<file path="src/rtl/button_debouncer_1khz.sv">
// Debounces NUM_BTN raw buttons on a 1 kHz strobe; emits level plus press/release/long pulses.
// Latency: 2 sync cycles + DEBOUNCE_SAMPLES ticks + 1 cycle; no backpressure, outputs are free-running.
module button_debouncer_1khz #(
  parameter int NUM_BTN          = 4,
  parameter int DEBOUNCE_SAMPLES = 20,
  parameter int LONG_PRESS_MS    = 1000
) (
  input  logic               i_clk,
  input  logic               i_reset,
  input  logic               i_tick_clk,
  input  logic [NUM_BTN-1:0] i_btn,
  output logic [NUM_BTN-1:0] o_btn_level,
  output logic [NUM_BTN-1:0] o_btn_press,
  output logic [NUM_BTN-1:0] o_btn_release,
  output logic [NUM_BTN-1:0] o_btn_long
);

  typedef enum logic [1:0] {
    ST_IDLE      = 2'd0,
    ST_PRESSED   = 2'd1,
    ST_LONG_HELD = 2'd2
  } state_t;

  localparam logic [7:0]  DEB_LIM  = 8'(DEBOUNCE_SAMPLES);
  localparam logic [15:0] HOLD_LIM = 16'(LONG_PRESS_MS);

  logic [NUM_BTN-1:0] sync1_q, sync1_d;
  logic [NUM_BTN-1:0] s_btn_q, s_btn_d;
  logic               tick_prev_q, tick_prev_d;
  logic               tick;

  always_comb begin
    sync1_d     = i_btn;
    s_btn_d     = sync1_q;
    tick_prev_d = i_tick_clk;
  end

  // Edge register resets high so a strobe already high at reset release is not a sample.
  always_ff @(posedge i_clk) begin
    if (i_reset) begin
      sync1_q     <= '0;
      s_btn_q     <= '0;
      tick_prev_q <= 1'b1;
    end else begin
      sync1_q     <= sync1_d;
      s_btn_q     <= s_btn_d;
      tick_prev_q <= tick_prev_d;
    end
  end

  assign tick = i_tick_clk & ~tick_prev_q;

  for (genvar g = 0; g < NUM_BTN; g++) begin : g_ch
    state_t      state_q, state_d;
    logic [7:0]  deb_cnt_q, deb_cnt_d;
    logic [15:0] hold_cnt_q, hold_cnt_d;
    logic        level_q, level_d;
    logic        press_q, press_d;
    logic        release_q, release_d;
    logic        long_q, long_d;
    logic [7:0]  deb_inc;
    logic [15:0] hold_inc;

    always_comb begin
      state_d    = state_q;
      deb_cnt_d  = deb_cnt_q;
      hold_cnt_d = hold_cnt_q;
      level_d    = level_q;
      press_d    = 1'b0;
      release_d  = 1'b0;
      long_d     = 1'b0;
      deb_inc    = deb_cnt_q + 8'd1;
      hold_inc   = hold_cnt_q + 16'd1;

      if (tick) begin
        unique case (state_q)
          ST_IDLE: begin
            if (s_btn_q[g]) begin
              if (deb_inc == DEB_LIM) begin
                state_d    = ST_PRESSED;
                level_d    = 1'b1;
                press_d    = 1'b1;
                deb_cnt_d  = 8'd0;
                hold_cnt_d = 16'd0;
              end else begin
                deb_cnt_d = deb_inc;
              end
            end else begin
              deb_cnt_d = 8'd0;
            end
          end
          ST_PRESSED, ST_LONG_HELD: begin
            if (!s_btn_q[g]) begin
              // A 0 sample never advances hold time, so it always beats a long-press completion.
              if (deb_inc == DEB_LIM) begin
                state_d    = ST_IDLE;
                level_d    = 1'b0;
                release_d  = 1'b1;
                deb_cnt_d  = 8'd0;
                hold_cnt_d = 16'd0;
              end else begin
                deb_cnt_d = deb_inc;
              end
            end else begin
              deb_cnt_d = 8'd0;
              if (state_q == ST_PRESSED) begin
                hold_cnt_d = hold_inc;
                if (hold_inc == HOLD_LIM) begin
                  state_d = ST_LONG_HELD;
                  long_d  = 1'b1;
                end
              end
            end
          end
          default: begin
            state_d    = ST_IDLE;
            level_d    = 1'b0;
            deb_cnt_d  = 8'd0;
            hold_cnt_d = 16'd0;
          end
        endcase
      end
    end

    always_ff @(posedge i_clk) begin
      if (i_reset) begin
        state_q    <= ST_IDLE;
        deb_cnt_q  <= 8'd0;
        hold_cnt_q <= 16'd0;
        level_q    <= 1'b0;
        press_q    <= 1'b0;
        release_q  <= 1'b0;
        long_q     <= 1'b0;
      end else begin
        state_q    <= state_d;
        deb_cnt_q  <= deb_cnt_d;
        hold_cnt_q <= hold_cnt_d;
        level_q    <= level_d;
        press_q    <= press_d;
        release_q  <= release_d;
        long_q     <= long_d;
      end
    end

    assign o_btn_level[g]   = level_q;
    assign o_btn_press[g]   = press_q;
    assign o_btn_release[g] = release_q;
    assign o_btn_long[g]    = long_q;
  end

endmodule

</file>
<file path="config.mk">
export PLATFORM = sky130hd
export DESIGN_NAME = button_debouncer_1khz
export DESIGN_NICKNAME = d
export VERILOG_FILES = /design/src/rtl/button_debouncer_1khz.sv
export SDC_FILE = /design/constraint.sdc
export NUM_CORES = 1
export LEC_CHECK = 0
export ABC_AREA = 1
export CAP_MARGIN = 20
export CORE_MARGIN = 2
export CORE_UTILIZATION = 57
export CTS_CLUSTER_DIAMETER = 50
export DETAILED_ROUTE_END_ITERATION = 6
export HOLD_SLACK_MARGIN = 0.12
export PLACE_DENSITY = 0.77
export SLEW_MARGIN = 0
export SYNTH_ARGS = -nofsm -noshare
export SYNTH_HDL_FRONTEND = slang
export SYNTH_SLANG_ARGS = --single-unit
</file>
<file path="constraint.sdc">
create_clock -name i_clk -period 1.9 [get_ports i_clk]
set_clock_uncertainty 0.2 [all_clocks]
set_input_delay 0.285 -clock i_clk [delete_from_list [all_inputs] [get_ports i_clk]]
set_output_delay 0.285 -clock i_clk [all_outputs]
set_load 0.05 [all_outputs]
</file>
==> metrics.txt <==
status complete, but fails checks; vias in the first global route ~9500; Critical Path Sink Type flop; worst hold slack around 150 ps; Worst EP required approximately 2000 ps; maximum clock rate between 400 and 500 MHz; area leader, netlist dfxtp_1; drt drc 8; Ant. Diodes 0; EDFF count, synth 0; Worst Hold Class primary input to flop; # rows 44; initial antenna violation count 0; Primary FF master, synth dfxtp_1; die area between 0.015 and 0.02 mm2; WL final roughly 38000 um; RSZ-0062 raised after global routing true; worst setup path class flop to flop; antenna viol nets, final 0; clk_lat worst skew 450 ps; Worst-path clk slew 70 ps; max-capacitance violation count 0; dpl cells between 1500 and 2000; sequential share of the synthesized area 31.15%; Setup TNS Final -26180 ps; Vias per Instance between 6 and 7; num ports 23; Layout area overhead 54.04%; GPL Wtd Cong around 0.97; CTS buffer count 17; Post-Syn Area slightly above 0.008 mm2; Pre-Repair DR Iteration Count 7; register bit total from synthesis 129; deepest clock path buffer count 2; Avg Cell Area, Syn around 6.2 um2; largest net degree at the start of global routing 44; wire per inst 21.79 um; Yosys cell types 44; synth warn 0; first-pass GRT wire length about 44000 um; Layout fillers 585; clk root buf clkbuf_16; die width between 100 and 150 um; Critical Path AT 2490 ps; Cell Count, Final, Fillers Out about 1800; Syn Nets around 1400; # setup viols final 109; measured slew at the worst slew-check pin approximately 510 ps; Final Cycle Share 125.9%; Starting Density 57.69%; Power Dens Cells roughly 500 mW/mm2; die height between 100 and 150 um; clk sinks ~130; Initial DRC Count between 1500 and 2000; port bufs 22; CTS HTree Levels 4; violated checks DRC, setup timing; global-route usage over all layers between 30% and 40%; Final Hold Fails 0; Critical Path Fanout Max 5; VDD IR max between 0.6 and 0.7 mV; Rel. slew slack between 60% and 70%; Leak about 4.9 nW; DP HPWL approximately 15000 um; core area 0.01437 mm2; Startpoint Class flop; Pins Over Slew Limit 0; vias ~12000; Synth async-reset ratio 0%; fin crit period 2393 ps; share of cells above drive strength 1 between 40% and 50%; Cells after Synth ~1300; grt ovf 0; CTS tree yes; post-synth top area share a little under a third; Setup WS post-layout -492.7 ps; Final Net Count roughly 1600; largest cells by area after synthesis dfxtp_1 (31%), nand2_1 (20%), a21oi_1 (6.4%)
cell type report:
type / instances / area, um2 / area share [%]
Clock inverter: 13 / 161.4 / 1.264
Inverter: 145 / 579.3 / 4.537
Tap cell: 184 / 230.2 / 1.803
Clock buffer: 19 / 452.9 / 3.547
Multi-Input combinational cell: 1009 / 6436 / 50.41
Timing Repair Buffer: 255 / 2237 / 17.52
Sequential cell: 129 / 2671 / 20.92
cell usage after synthesis (6+ instances only):
library cell / count
nor2_2: 16
o21ai_1: 19
nand3b_1: 6
nand4_1: 32
nand2_1: 437
clkbuf_1: 19
xor2_1: 10
buf_4: 19
nor2_4: 7
ha_1: 29
nor2_1: 120
nand3_1: 105
inv_1: 133
nor3_1: 19
nand2_2: 16
inv_2: 11
o22ai_1: 6
a21oi_1: 106
o21ai_0: 42
buf_2: 6
dfxtp_1: 129
registers in the layout, summed over array words and instances (netlist names):
name	cells
g_ch.long_q	4
g_ch.press_q	4
g_ch.deb_cnt_q	32
g_ch.hold_cnt_q	64
g_ch.release_q	4
tick_prev_q	1
g_ch.level_q	4
s_btn_d	4
s_btn_q	4
g_ch.state_q	8
power breakdown:
part / switching [mW] / total [mW] / internal [mW]
Combinational: 0.127 / 0.184 / 0.0568
Clock: 1.42 / 3.55 / 2.13
Sequential: 0.0123 / 2.71 / 2.70
Total: 1.56 / 6.45 / 4.89
cells by family (layout without fill, tap and decap cells):
kind of cell    Yosys count  after routing  synth area share [%]
fa+ha+maj                29             29                 4.377
buf+inv                 193            432                 9.872
compound gates          193            193                 12.63
simple gates            773            774                 40.50
xor+xnor                 13             13                 1.464
flops                   129            129                 31.15
final timing paths:
check,start,endpoint,slack (ps),depth (start not counted)
max,g_ch[2].deb_cnt_q[1],g_ch[2].hold_cnt_q[11],-490,13
min,i_btn[3],s_btn_d[3],150,3
max reg2reg,g_ch[2].deb_cnt_q[1],g_ch[2].hold_cnt_q[11],-490,13
min reg2reg,s_btn_d[0],s_btn_q[0],240,2
worst max-delay path: stages, from the launching register on:
cell	delay, ps
dfxtp_2	350
ha_4	160
nand2_4	60
nor2_4	140
nand2_2	80
o21ai_2	120
nand2_1	90
nor2_2	250
nand3_4	250
clkbuf_16	250
nand3_2	80
o21ai_1	70
nand2_1	60
a21oi_1	70
metrics by stage:
step           total power, mW  area (um2)  worst slack [ps]  utilization [%]
3_3_place_gp             2.923        9887            -419.0            68.81
6_report                 6.448       12770            -492.7            88.86
5_1_grt                  6.513       12770            -740.0            88.86
3_5_place_dp             2.924        9887            -328.9            68.81
4_1_cts                  6.295       11410            -59.64            79.38
2_1_floorplan            2.857        8373            -22.05                -
cell usage in the layout (no fill, tap or decap), drive strengths merged, types with 3 or more instances in the layout:
cell,n
clkbuf,20
inv,143
or2,3
o21bai,5
bufinv,3
nand4,32
clkinv,8
xor2,10
nand2,455
clkdlybuf4s50,5
o22ai,6
clkinvlp,4
xnor2,3
nand3,110
dfxtp,129
buf,248
nor2,143
a21oi,109
ha,29
a211oi,5
nor3,20
o21ai,62
nand3b,6
and2,3
per-layer routing:
metal / vias up / part of all wire (%) / global-route usage [%]
met5: - / 0 / 0
met4: 0 / 11 / 16.13
met3: 488 / 13 / 6.486
met2: 1166 / 45 / 57.79
met1: 5192 / 32 / 40.62
li1: 4747 / - / -
what timing repair did:
item	4_1_cts	5_1_grt
pin swaps	63	92
cloned	3	2
gates resized for setup	173	322
setup buffers	35	20
hold buffers	1	0
hold endpoints to repair	1	0
setup endpoints to repair	90	110
Note: power is estimated with default switching activity, not from simulation.
